## config.mk

```make
export PLATFORM = sky130hd
export DESIGN_NAME = sram_link_arbiter
export DESIGN_NICKNAME = d
export VERILOG_FILES = /design/src/rtl/sram_arb_pkg.sv /design/src/rtl/rx_ring_ptr.sv /design/src/rtl/sram_link_arbiter.sv
export SDC_FILE = /design/constraint.sdc
export NUM_CORES = 1
export LEC_CHECK = 0
export ABC_AREA = 1
export CORE_ASPECT_RATIO = 1.4
export CORE_MARGIN = 2
export CORE_UTILIZATION = 45
export DETAILED_ROUTE_END_ITERATION = 10
export GPL_TIMING_DRIVEN = 0
export PLACE_DENSITY = 0.77
export SLEW_MARGIN = 20
export SYNTH_ARGS = -nofsm -noshare
export SYNTH_HDL_FRONTEND = slang
export SYNTH_SLANG_ARGS = --single-unit
```

## constraint.sdc

```tcl
create_clock -name clk_clk -period 2.9 [get_ports clk_clk]
set_input_delay 0.58 -clock clk_clk [delete_from_list [all_inputs] [get_ports clk_clk]]
set_output_delay 0.58 -clock clk_clk [all_outputs]
set_load 0.02 [all_outputs]
```

## src/rtl/sram_arb_pkg.sv

```systemverilog
// Shared types and default constants for the SRAM / serial-link arbiter.
package sram_arb_pkg;

    localparam int ADDR_W = 11;
    localparam int DATA_W = 8;

    localparam int                DEF_ACCESS_CYCLES = 2;
    localparam logic [ADDR_W-1:0] DEF_RING_BASE     = 11'h700;
    localparam int                DEF_RING_DEPTH    = 256;

    typedef enum logic [1:0] {
        ST_IDLE,
        ST_SETUP,
        ST_ACCESS,
        ST_HOLD
    } arb_state_t;

endpackage

```

## src/rtl/rx_ring_ptr.sv

```systemverilog
// Receive-side ring bookkeeping: holding register, write pointer, fill level
// and the sticky overflow flag.
module rx_ring_ptr
    import sram_arb_pkg::*;
#(
    parameter int RING_DEPTH = DEF_RING_DEPTH,
    parameter int PW         = $clog2(RING_DEPTH)
) (
    input  logic              i_clk,
    input  logic              i_rstN,
    input  logic              i_rxValid,
    input  logic [DATA_W-1:0] i_rxData,
    input  logic [PW-1:0]     i_rdPtr,
    input  logic              i_ovfClr,
    input  logic              i_grant,
    input  logic              i_commit,
    output logic [PW-1:0]     o_wrPtr,
    output logic [PW-1:0]     o_ringCount,
    output logic              o_rxOverflow,
    output logic              o_pending,
    output logic [DATA_W-1:0] o_heldData
);

    localparam logic [PW:0] FULL_LEVEL = (PW+1)'(RING_DEPTH - 1);

    logic [PW-1:0]     r_wrPtr;
    logic              r_pending;
    logic              r_inflight;
    logic              r_overflow;
    logic [DATA_W-1:0] r_heldData;

    logic [PW-1:0] w_ringCount;
    logic [PW:0]   w_occupancy;
    logic          w_slotBusy;
    logic          w_accept;

    // A byte already granted but not yet committed still owns a ring slot,
    // so it counts toward the fill level used for the accept decision.
    assign w_ringCount = r_wrPtr - i_rdPtr;
    assign w_occupancy = {1'b0, w_ringCount} + {{PW{1'b0}}, r_inflight}
                       + {{PW{1'b0}}, r_pending};
    assign w_slotBusy  = r_pending && !i_grant;
    assign w_accept    = i_rxValid && !w_slotBusy && (w_occupancy < FULL_LEVEL);

    always_ff @(posedge i_clk or negedge i_rstN) begin
        if (!i_rstN) begin
            r_wrPtr    <= '0;
            r_pending  <= 1'b0;
            r_inflight <= 1'b0;
            r_overflow <= 1'b0;
            r_heldData <= '0;
        end else begin
            if (w_accept) begin
                r_pending  <= 1'b1;
                r_heldData <= i_rxData;
            end else if (i_grant) begin
                r_pending  <= 1'b0;
            end

            if (i_grant) begin
                r_inflight <= 1'b1;
            end else if (i_commit) begin
                r_inflight <= 1'b0;
            end

            if (i_commit) begin
                r_wrPtr <= r_wrPtr + 1'b1;
            end

            if (i_ovfClr) begin
                r_overflow <= 1'b0;
            end else if (i_rxValid && !w_accept) begin
                r_overflow <= 1'b1;
            end
        end
    end

    assign o_wrPtr      = r_wrPtr;
    assign o_ringCount  = w_ringCount;
    assign o_rxOverflow = r_overflow;
    assign o_pending    = r_pending;
    assign o_heldData   = r_heldData;

endmodule

```

## src/rtl/sram_link_arbiter.sv

```systemverilog
// Sequences fixed-length SRAM bus cycles and arbitrates the SRAM between the
// serial-link ring writer (priority) and single CPU read/write requests.
module sram_link_arbiter
    import sram_arb_pkg::*;
#(
    parameter int                ACCESS_CYCLES = DEF_ACCESS_CYCLES,
    parameter logic [ADDR_W-1:0] RING_BASE     = DEF_RING_BASE,
    parameter int                RING_DEPTH    = DEF_RING_DEPTH,
    localparam int               PW            = $clog2(RING_DEPTH)
) (
    input  logic              clk_clk,
    input  logic              reset_reset_n,
    input  logic              cpu_req,
    input  logic              cpu_rnw,
    input  logic [ADDR_W-1:0] cpu_addr,
    input  logic [DATA_W-1:0] cpu_wdata,
    output logic [DATA_W-1:0] cpu_rdata,
    output logic              cpu_ack,
    input  logic              rx_valid,
    input  logic [DATA_W-1:0] rx_data,
    input  logic [PW-1:0]     rd_ptr,
    input  logic              ovf_clr,
    output logic [PW-1:0]     wr_ptr,
    output logic [PW-1:0]     ring_count,
    output logic              rx_overflow,
    output logic [ADDR_W-1:0] sram_addr,
    output logic              sram_cs,
    output logic              sram_rnw,
    output logic [DATA_W-1:0] sram_wdata,
    output logic              sram_oe,
    input  logic [DATA_W-1:0] sram_rdata
);

    localparam logic [3:0] CNT_LOAD = 4'(ACCESS_CYCLES - 1);

    arb_state_t        r_state;
    arb_state_t        w_nextState;
    logic [3:0]        r_accessCnt;
    logic              r_grantRx;
    logic [ADDR_W-1:0] r_addr;
    logic              r_rnw;
    logic [DATA_W-1:0] r_wdata;
    logic              r_cs;
    logic              r_oe;
    logic              r_ack;
    logic [DATA_W-1:0] r_rdata;

    logic              w_grantRx;
    logic              w_grantCpu;
    logic              w_grant;
    logic              w_nextRnw;
    logic              w_lastAccess;
    logic              w_rxCommit;
    logic              w_rxPending;
    logic [DATA_W-1:0] w_rxHeld;
    logic [PW-1:0]     w_wrPtr;
    logic [ADDR_W-1:0] w_ringAddr;

    rx_ring_ptr #(
        .RING_DEPTH (RING_DEPTH),
        .PW         (PW)
    ) u_rxRing (
        .i_clk        (clk_clk),
        .i_rstN       (reset_reset_n),
        .i_rxValid    (rx_valid),
        .i_rxData     (rx_data),
        .i_rdPtr      (rd_ptr),
        .i_ovfClr     (ovf_clr),
        .i_grant      (w_grantRx),
        .i_commit     (w_rxCommit),
        .o_wrPtr      (w_wrPtr),
        .o_ringCount  (ring_count),
        .o_rxOverflow (rx_overflow),
        .o_pending    (w_rxPending),
        .o_heldData   (w_rxHeld)
    );

    assign w_ringAddr   = RING_BASE | {{(ADDR_W-PW){1'b0}}, w_wrPtr};
    assign w_grant      = w_grantRx | w_grantCpu;
    assign w_lastAccess = (r_state == ST_ACCESS) && (r_accessCnt == 4'd0);
    assign w_rxCommit   = (r_state == ST_HOLD) && r_grantRx;

    always_ff @(posedge clk_clk or negedge reset_reset_n) begin
        if (!reset_reset_n) begin
            r_state     <= ST_IDLE;
            r_accessCnt <= 4'd0;
        end else begin
            r_state <= w_nextState;
            if (r_state == ST_SETUP) begin
                r_accessCnt <= CNT_LOAD;
            end else if ((r_state == ST_ACCESS) && (r_accessCnt != 4'd0)) begin
                r_accessCnt <= r_accessCnt - 4'd1;
            end
        end
    end

    // Grants are only issued from IDLE; the receive path always wins a tie.
    always_comb begin
        w_nextState = r_state;
        w_grantRx   = 1'b0;
        w_grantCpu  = 1'b0;
        case (r_state)
            ST_IDLE: begin
                if (w_rxPending) begin
                    w_grantRx   = 1'b1;
                    w_nextState = ST_SETUP;
                end else if (cpu_req) begin
                    w_grantCpu  = 1'b1;
                    w_nextState = ST_SETUP;
                end
            end
            ST_SETUP:  w_nextState = ST_ACCESS;
            ST_ACCESS: begin
                if (r_accessCnt == 4'd0) begin
                    w_nextState = ST_HOLD;
                end
            end
            ST_HOLD:   w_nextState = ST_IDLE;
            default:   w_nextState = ST_IDLE;
        endcase
        w_nextRnw = w_grant ? (w_grantCpu & cpu_rnw) : r_rnw;
    end

    // Bus strobes are registered from the next state so the pins never glitch.
    always_ff @(posedge clk_clk or negedge reset_reset_n) begin
        if (!reset_reset_n) begin
            r_addr    <= '0;
            r_rnw     <= 1'b1;
            r_wdata   <= '0;
            r_cs      <= 1'b0;
            r_oe      <= 1'b0;
            r_ack     <= 1'b0;
            r_rdata   <= '0;
            r_grantRx <= 1'b0;
        end else begin
            if (w_grant) begin
                r_addr    <= w_grantRx ? w_ringAddr : cpu_addr;
                r_rnw     <= w_nextRnw;
                r_wdata   <= w_grantRx ? w_rxHeld : cpu_wdata;
                r_grantRx <= w_grantRx;
            end
            r_cs  <= (w_nextState == ST_ACCESS);
            r_oe  <= (w_nextState != ST_IDLE) && !w_nextRnw;
            r_ack <= (w_nextState == ST_HOLD) && !r_grantRx;
            if (w_lastAccess && r_rnw) begin
                r_rdata <= sram_rdata;
            end
        end
    end

    assign sram_addr  = r_addr;
    assign sram_rnw   = r_rnw;
    assign sram_wdata = r_wdata;
    assign sram_cs    = r_cs;
    assign sram_oe    = r_oe;
    assign cpu_ack    = r_ack;
    assign cpu_rdata  = r_rdata;
    assign wr_ptr     = w_wrPtr;

endmodule

```

Word-level counts from Yosys, hierarchy flattened
Cells that the tools add are included.
{"block": "word_totals", "register_bits": 57, "in_bits": 49, "output_inout_bits": 48, "wordCells": 71}
{"block": "classes", "reduce_logical": 23, "add_sub_neg": 5, "n_mux": 20, "n_bitwise": 2, "n_eq_ne": 5, "magnitude_cmp": 1}
{"op": "$mux 1", "n": 12}
{"op": "$mux 11", "n": 1}
{"op": "$logic_and 1x1->1", "n": 10}
{"op": "$reduce_bool 2->1", "n": 5}
{"op": "$add 8x1->9", "n": 1}
{"op": "$add 9x1->9", "n": 1}
{"op": "$lt 9x8->1 const B", "n": 1}
{"op": "$add 8x1->8 const B", "n": 1}
{"op": "$eq 2x2->1 const B", "n": 4}
{"op": "$mux 4", "n": 2}
{"op": "$mux 8", "n": 1}
{"op": "$pmux 2 s4", "n": 1}
{"op": "$sub 8x8->8", "n": 1}
{"op": "$mux 2", "n": 3}
{"op": "$logic_not 1->1", "n": 5}
{"op": "$logic_not 4->1", "n": 1}
{"op": "$reduce_bool 4->1", "n": 1}
{"op": "$sub 4x1->4 const B", "n": 1}
{"op": "$eq 2x1->1 const B", "n": 1}
{"op": "$logic_not 2->1", "n": 1}
{"op": "$and 1x1->1", "n": 1}
{"op": "$or 1x1->1", "n": 1}

Depth between registers and ports, before layout
Gate-level depths: netlist (run 1).
{"block": "logic_depth", "depth_word": 11, "mapped_depth": 16}

Modules after synthesis
From an unflattened synthesis (run 1), not the netlist that was laid out.
{"block": "unflattened", "hier_cells": 399, "area_unflattened_um2": 3273.1}
{"mod": "sram_link_arbiter", "area_per_inst_um2": 1908.1, "n_inst": 1, "cells_per_inst": 226}
{"mod": "rx_ring_ptr", "area_per_inst_um2": 1365.1, "n_inst": 1, "cells_per_inst": 173}

Worst setup path before layout (run 1)
No wires, ideal clock.
{"block": "synth_path", "path_kind": "register -> register", "from": "register u_rxRing.r_wrPtr[0], in the netlist u_rxRing.o_wrPtr[0]", "to": "register u_rxRing.r_overflow, in the netlist u_rxRing.o_rxOverflow", "setup_time_ns": 0.077, "stages_incl_launch_ff": 16, "period_less_slack_ns": 2.544, "setup_slack_ns": 0.356, "arrival_ns": 2.467, "cell_sequence": "dfrtp_1 inv_1 ha_1 inv_1 fa_1 ha_1 nand3_1 clkinv_1 nand3_1 nand2_1 nand2_1 nor2_2 nand3_4 nand2_4 nand2_2 a21oi_1"}
{"block": "synth_between", "elab_chain_cells": 8}
{"element": "start: declaration", "line_no": "rx_ring_ptr.sv:26", "rtl": "logic [PW-1:0] r_wrPtr;"}
{"element": "start signal: assignment", "line_no": "rx_ring_ptr.sv:67", "rtl": "r_wrPtr <= r_wrPtr + 1'b1;"}
{"element": "$sub 8x8->8", "line_no": "rx_ring_ptr.sv:39", "rtl": "assign w_ringCount = r_wrPtr - i_rdPtr;"}
{"element": "via ring_count[1]", "line_no": "sram_link_arbiter.sv:24", "rtl": "output logic [PW-1:0] ring_count,"}
{"element": "$add 8x1->9", "line_no": "rx_ring_ptr.sv:40", "rtl": "assign w_occupancy = {1'b0, w_ringCount} + {{PW{1'b0}}, r_inflight}"}
{"element": "$add 9x1->9", "line_no": "rx_ring_ptr.sv:41", "rtl": "+ {{PW{1'b0}}, r_pending};"}
{"element": "$lt 9x8->1", "line_no": "rx_ring_ptr.sv:43", "rtl": "assign w_accept = i_rxValid && !w_slotBusy && (w_occupancy < FULL_LEVEL);"}
{"element": "$logic_and 1x1->1", "line_no": "rx_ring_ptr.sv:43"}
{"element": "$logic_not 1->1", "line_no": "rx_ring_ptr.sv:72", "rtl": "end else if (i_rxValid && !w_accept) begin"}
{"element": "$logic_and 1x1->1", "line_no": "rx_ring_ptr.sv:72"}
{"element": "$reduce_bool 2->1 (no line)"}
{"element": "end signal: assignment", "line_no": "rx_ring_ptr.sv:50", "rtl": "r_overflow <= 1'b0;"}
{"element": "end signal: assignment", "line_no": "rx_ring_ptr.sv:71", "rtl": "r_overflow <= 1'b0;"}
{"element": "end signal: assignment", "line_no": "rx_ring_ptr.sv:73", "rtl": "r_overflow <= 1'b1;"}
{"element": "end: declaration", "line_no": "rx_ring_ptr.sv:29", "rtl": "logic r_overflow;"}
The timed path passes the listed nets, and every way through them passes these cells.
A chain may end at the register's enable or synchronous reset.

Worst setup path in the final report (run 1)
{"block": "layout_path", "from": "input port rd_ptr[1]", "to": "output port ring_count[7]"}
{"block": "layout_between", "elab_chain_cells": 1}
{"element": "start: declaration", "line_no": "sram_link_arbiter.sv:21", "rtl": "input logic [PW-1:0] rd_ptr,"}
{"element": "$sub 8x8->8", "line_no": "rx_ring_ptr.sv:39"}
{"element": "end: declaration", "line_no": "sram_link_arbiter.sv:24"}
Every way passes these cells.

==> impl_metrics.yaml, run 1 <==
floorplan:
  fp.dieArea_um2: 7260
  die_w_um: 72.6
  core_um2: 6480
  initial_utilization_pct: 45.7
  row_count: 35
  chipHeight_um: 100
  pin_count: 97
critical_path:
  cp-start-kind: "input port"
  cpMostUsedCell: "nand2_1"
  cp-end-kind: "output port"
  critical_path_class: "input port to output port"
  cpPeakStageDelay_ns: 0.45
  worstPathArrival_ns: 2.26
  path_cells: "clkdlybuf4s50_1 -> inv_1 -> ha_1 -> nand3_1 -> nand2_2 -> nand2_1 -> nand2_1 -> nand2_1 -> nand2_1 -> inv_1 -> clkdlybuf4s15_2"
  crit_fanout: 3
  required_ns: 2.32
  critPathSlowestCell: "clkdlybuf4s50_1"
sta:
  tightest_slew_ns: 1.09
  rsz0062_at_grt: "yes"
  post-route-period-util_pct: 98.0
  finalSetupViolCount: 0
  finalHoldViolCount: 0
  finalCriticalPeriod_ns: 2.84
  fmax_mhz: 352
  max_slew_margin_pct: 27.2
  setup_ws_ns: 0.0571
  slew_viol_final: 0
  whs_ns: 0.296
  finClkSkew_ns: 0.00633
final_layout:
  mostFrequentLayoutCell: "clkdlybuf4s50_1"
  multi_input_area_um2: 1390
  area_growth_pct: 44.9
  seq_area_um2: 1430
  fillers: 546
  antennaDiodeCount: 0
  nNetsFinal: 521
  post-route-util_pct: 66.3
  drive_above_1_share_pct: 10.9
  layout_common_cells: "88 x clkdlybuf4s50_1, 72 x nand2_1, 56 x dfrtp_1"
  final_cells: 533
hold_path:
  hold_class: "input port to asynchronous set/reset pin"
run_status:
  status: "completed"
power_and_ir_drop:
  finalPower_mw: 4.56
  power_density_nw_per_um2: 1060
  vdd_drop_max_v: 0.000579
  leakage_nw: 2.07
synthesis:
  synth.cell_area_um2: 2960
  synth_fp_nets: 411
  synth-seq-cells: 57
  synth.distinct_cells: 32
  synth.avg_cell_area_um2: 8.61
  synthCells: 344
  ys_seq_area_share_pct: 48.2
  async_flop_share_pct: 100
  synth_edf_count: 0
  synthFlopType: "dfrtp_1"
  yosys_warnings: 0
placement:
  gp_congestion: 0.870
  dp.cells: 514
  dp_hpwl_um: 5410
  dp_slack_ns: -0.552
  portBuffers: 96
detailed_routing:
  viasPerCell: 5.07
  vias: 2704
  firstDrtPassIters: 4
  wirelength_um: 7300
  wl_per_cell_um: 13.7
  first_iter_violations: 126
  drc_errors: 0
  drtAntennaViolNets: 0
clocking:
  cts-root-buf: "clkbuf_8"
  path_clk_slew_ns: 0.06
  ctsHoldBuffers: 0
  cts_tree: "built"
  cts_buffer_depth: 2
  cts_buffers: 9
  cts.sinks: 57
  cts.htree.levels: 3
  clk_latency_ns: 0.33
global_route:
  grt.overflow.total: 0
  antenna_found_initial: 0
  grt_pass1_vias: 2652
  grt_max_degree: 58
  grt_pass1_wl_um: 11800
  track_usage_pct: 21.1
job:
  maxCapViolCount: 0
-- worst paths after layout --
kind,startpoint,to,slack (ns),cells after the start
setup / recovery,rd_ptr[1],ring_count[7],0.06,11
hold / removal,reset_reset_n,r_state[0],0.30,1
setup reg to reg,u_rxRing.o_wrPtr[0],u_rxRing.o_heldData[7],0.24,15
hold reg to reg,u_rxRing.o_heldData[7],u_rxRing.o_heldData[7],0.47,2
max in group asynchronous,reset_reset_n,u_rxRing.o_wrPtr[2],2.13,1
min in group clk_clk,u_rxRing.o_heldData[7],u_rxRing.o_heldData[7],0.47,2
-- critical path: cells and delay by family --
| kind | cells | cell delay [ns] |
|---|---|---|
| adders and majority gates | 1 | 0.30 |
| buffers and inverters | 4 | 0.80 |
| and+or+nand+nor | 6 | 0.56 |
-- synth_stat cells (2+ instances only) --
library cell / n / area (um2)
nand2_1: 74 / 278
fa_1: 2 / 40.0
mux2_2: 8 / 90.1
nand2_2: 2 / 12.5
clkbuf_1: 5 / 18.8
nand3_1: 29 / 145
o22a_1: 3 / 26.3
inv_1: 48 / 180
xor2_1: 8 / 70.1
ha_1: 16 / 200
nor2_1: 30 / 113
nor3_1: 3 / 15.0
dfrtp_1: 56 / 1400
nand4_1: 2 / 12.5
a21oi_1: 6 / 30.0
o21ai_0: 36 / 180
-- final cells by class --
cell class	count	area share (%)
Timing Repair Buffer	99	22.5
Clock inverter	2	0.816
Clock buffer	14	4.02
Buffer	5	0.437
Sequential cell	57	33.2
Tap cell	74	2.16
Inverter	50	4.37
Multi-Input combinational cell	232	32.5
-- sequential cells by signal, indices dropped and copies added, names as in the netlist --
name	flops
r_grantRx	1
u_rxRing.o_rxOverflow	1
r_accessCnt	4
cpu_rdata	8
sram_wdata	8
sram_rnw	1
cpu_ack	1
u_rxRing.r_inflight	1
r_state	2
u_rxRing.o_heldData	8
u_rxRing.o_pending	1
u_rxRing.o_wrPtr	8
sram_addr	11
sram_oe	1
sram_cs	1
-- logic make-up after synthesis --
group	Yosys count	share of synthesized area [%]
adder cells (fa/ha/maj)	18	8.11
AO/OA/AOI/OAI	51	9.50
XOR/XNOR	9	2.91
AND/OR/NAND/NOR	146	21.3
buffers and inverters	55	6.97
flip-flops	57	48.2
multiplexers	8	3.04
-- routing by layer --
layer | part of all wire, % | vias to the layer above | track usage, %
met4 | 2.3 | 0 | 9.83
li1 | - | 1328 | -
met1 | 41 | 1275 | 24.9
met5 | 0 | - | 0
met2 | 52 | 88 | 35.7
met3 | 4.7 | 13 | 5.12
-- per-stage QoR --
step                      instance area [um2]  setup TNS [ns]
after floorplan                          2960               0
after CTS                                4230         -0.0142
after global placement                   4020          -29.64
final                                    4290               0
after detailed placement                 4010           -4.05
after global routing                     4290          -0.173
-- repair_timing --
item / 4_1_cts / 5_1_grt
buffers inserted: 0 / 3
setup endpoints to repair: 7 / 12
resized for setup: 18 / 13
-- power by group --
group	switching, mW	internal (mW)	leakage, nW
sequential	0.237	1.15	0.692
combinational	1.39	1.02	1.27
clock	0.290	0.466	0.107
Note: power is estimated with default switching activity, not from simulation.
==> inputs of run 2 (changes only) <==
--- a/config.mk
+++ b/config.mk
@@ -10,7 +10,6 @@
 export CORE_MARGIN = 2
 export CORE_UTILIZATION = 45
 export DETAILED_ROUTE_END_ITERATION = 10
-export GPL_TIMING_DRIVEN = 0
 export PLACE_DENSITY = 0.77
 export SLEW_MARGIN = 20
 export SYNTH_ARGS = -nofsm -noshare
==> run 2 against run 1 <==
Effect of this change: combinational power rose by 5%; non-clock buffer count rose by 16; fmax rose by 1.9%; critical path type unchanged; largest cell class unchanged; highest routed layer unchanged.
==> impl_metrics.yaml, run 2 (synthesized netlist as in run 1, its figures left out) <==
sta:
  tns_ns: 0
  slew_viol_final: 0
  post-route-period-util_pct: 96.2
  whs_ns: 0.238
  max_slew_margin_pct: 60.5
  rsz0062_at_grt: "no"
  tightest_slew_ns: 0.587
  finClkSkew_ns: 0.00973
  fmax_mhz: 358
  finalCriticalPeriod_ns: 2.79
  finalHoldViolCount: 0
  finalSetupViolCount: 0
final_layout:
  drive_above_1_share_pct: 14.1
  fillers: 545
  mostFrequentLayoutCell: "clkdlybuf4s50_1"
  finalInstanceArea_um2: 4370
  antennaDiodeCount: 0
  area_growth_pct: 47.5
  layout_common_cells: "88 x clkdlybuf4s50_1, 73 x nand2_1, 56 x dfrtp_1"
  largest_register_ffs: 11
  nNetsFinal: 537
  post-route-util_pct: 67.4
placement:
  placed_area_um2: 4190
  portBuffers: 96
  dp_hpwl_um: 5480
  gp_congestion: 0.932
critical_path:
  cp-start-kind: "input port"
  crit_family: "buffers and inverters"
  cp-end-kind: "output port"
  crit_buf_inv: 3
  required_ns: 2.32
  r2r_cells: 14
  critical_path_class: "input port to output port"
  critPathSlowestCell: "clkdlybuf4s50_1"
  path_cells: "clkdlybuf4s50_1 -> ha_1 -> inv_1 -> fa_2 -> nand3_2 -> nand2_1 -> nand3_1 -> nand2_2 -> xor2_2 -> buf_6"
  r2r-end: "u_rxRing.o_heldData[4]"
  cpPeakStageDelay_ns: 0.46
  worstPathArrival_ns: 2.21
  r2r-start: "u_rxRing.o_wrPtr[0]"
  r2r_slack_ns: 0.37
  crit_fanout: 3
detailed_routing:
  drc_errors: 0
  firstDrtPassIters: 4
  viasPerCell: 4.99
  wirelength_um: 7420
  vias: 2742
  drtAntennaViolNets: 0
  first_iter_violations: 97
  wl_per_cell_um: 13.5
global_route:
  grt_pass1_vias: 2751
  grt_pass1_wl_um: 12200
  antenna_found_initial: 0
  grt.overflow.total: 0
  grt_max_degree: 58
  track_usage_pct: 21.5
power_and_ir_drop:
  finalPower_mw: 4.61
  leakage_nw: 2.16
  power_density_nw_per_um2: 1060
  vdd_drop_max_v: 0.000720
floorplan:
  chipHeight_um: 100
  core_um2: 6480
  row_count: 35
  die_w_um: 72.6
  initial_utilization_pct: 45.7
  pin_count: 97
  fp.dieArea_um2: 7260
clocking:
  ctsHoldBuffers: 0
  path_clk_slew_ns: 0.06
  cts_buffer_depth: 2
  cts_tree: "built"
  cts_buffers: 9
  cts.sinks: 57
  cts-root-buf: "clkbuf_8"
  cts.htree.levels: 3
  clk_latency_ns: 0.33
run_status:
  status: "completed"
job:
  maxCapViolCount: 0
hold_path:
  hold_class: "input port to asynchronous set/reset pin"
[run 2: changes by cell type in the layout (fill, tap and decap cells not counted), sizes merged]
cell         delta
clkbuf          -8
dlygate4sd2     -2
clkinv          +3
buf            +22
clkinvlp        +1
[run 2: through the flow]
step,cells,setup slack (ns)
2_1_floorplan,344,0.356
3_5_place_dp,533,-0.436
4_1_cts,549,0.000117
6_report,549,0.110
3_3_place_gp,533,-0.406
5_1_grt,549,0.00381
[run 2: report_power, final]
| group | internal [mW] | total, mW | switching [mW] |
|---|---|---|---|
| clock network | 0.414 | 0.727 | 0.313 |
| logic | 1.10 | 2.52 | 1.42 |
| registers | 1.15 | 1.37 | 0.212 |
| total | 2.66 | 4.61 | 1.95 |
[run 2: cell type report]
type / instances / area, um2 / area share (%)
Clock inverter: 6 / 57.6 / 1.32
Inverter: 50 / 188 / 4.29
Timing Repair Buffer: 120 / 1130 / 25.8
Tap cell: 74 / 92.6 / 2.12
Clock buffer: 10 / 138 / 3.15
Sequential cell: 57 / 1430 / 32.7
Multi-Input combinational cell: 232 / 1340 / 30.6
[run 2: repair_timing]
action | in CTS | in global routing
buffers inserted | 0 | 0
endpoints found under the hold margin | 0 | 0
resized for setup | 17 | 9
endpoints found under the setup margin | 7 | 5
[run 2: worst max path at each step]
stage	startpoint	to	slack, ns	cells past startpoint
after global routing	rd_ptr[1]	ring_count[7]	0.004	12
after detailed placement	rd_ptr[0]	ring_count[6]	-0.44	10
after CTS	rd_ptr[1]	ring_count[3]	0.0001	9
after floorplan	u_rxRing.o_wrPtr[0]	u_rxRing.o_rxOverflow	0.36	15
after global placement	rd_ptr[0]	ring_count[6]	-0.41	10
final	rd_ptr[0]	ring_count[6]	0.11	10
[run 2: metal layers]
| layer | global-route usage (%) | vias to the layer above | wire length (um) |
|---|---|---|---|
| li1 | - | 1356 | - |
| met1 | 24.9 | 1282 | 3080 |
| met2 | 36.2 | 89 | 3770 |
| met3 | 5.82 | 15 | 369 |
| met4 | 10.7 | 0 | 202 |
| met5 | 0 | - | 0 |
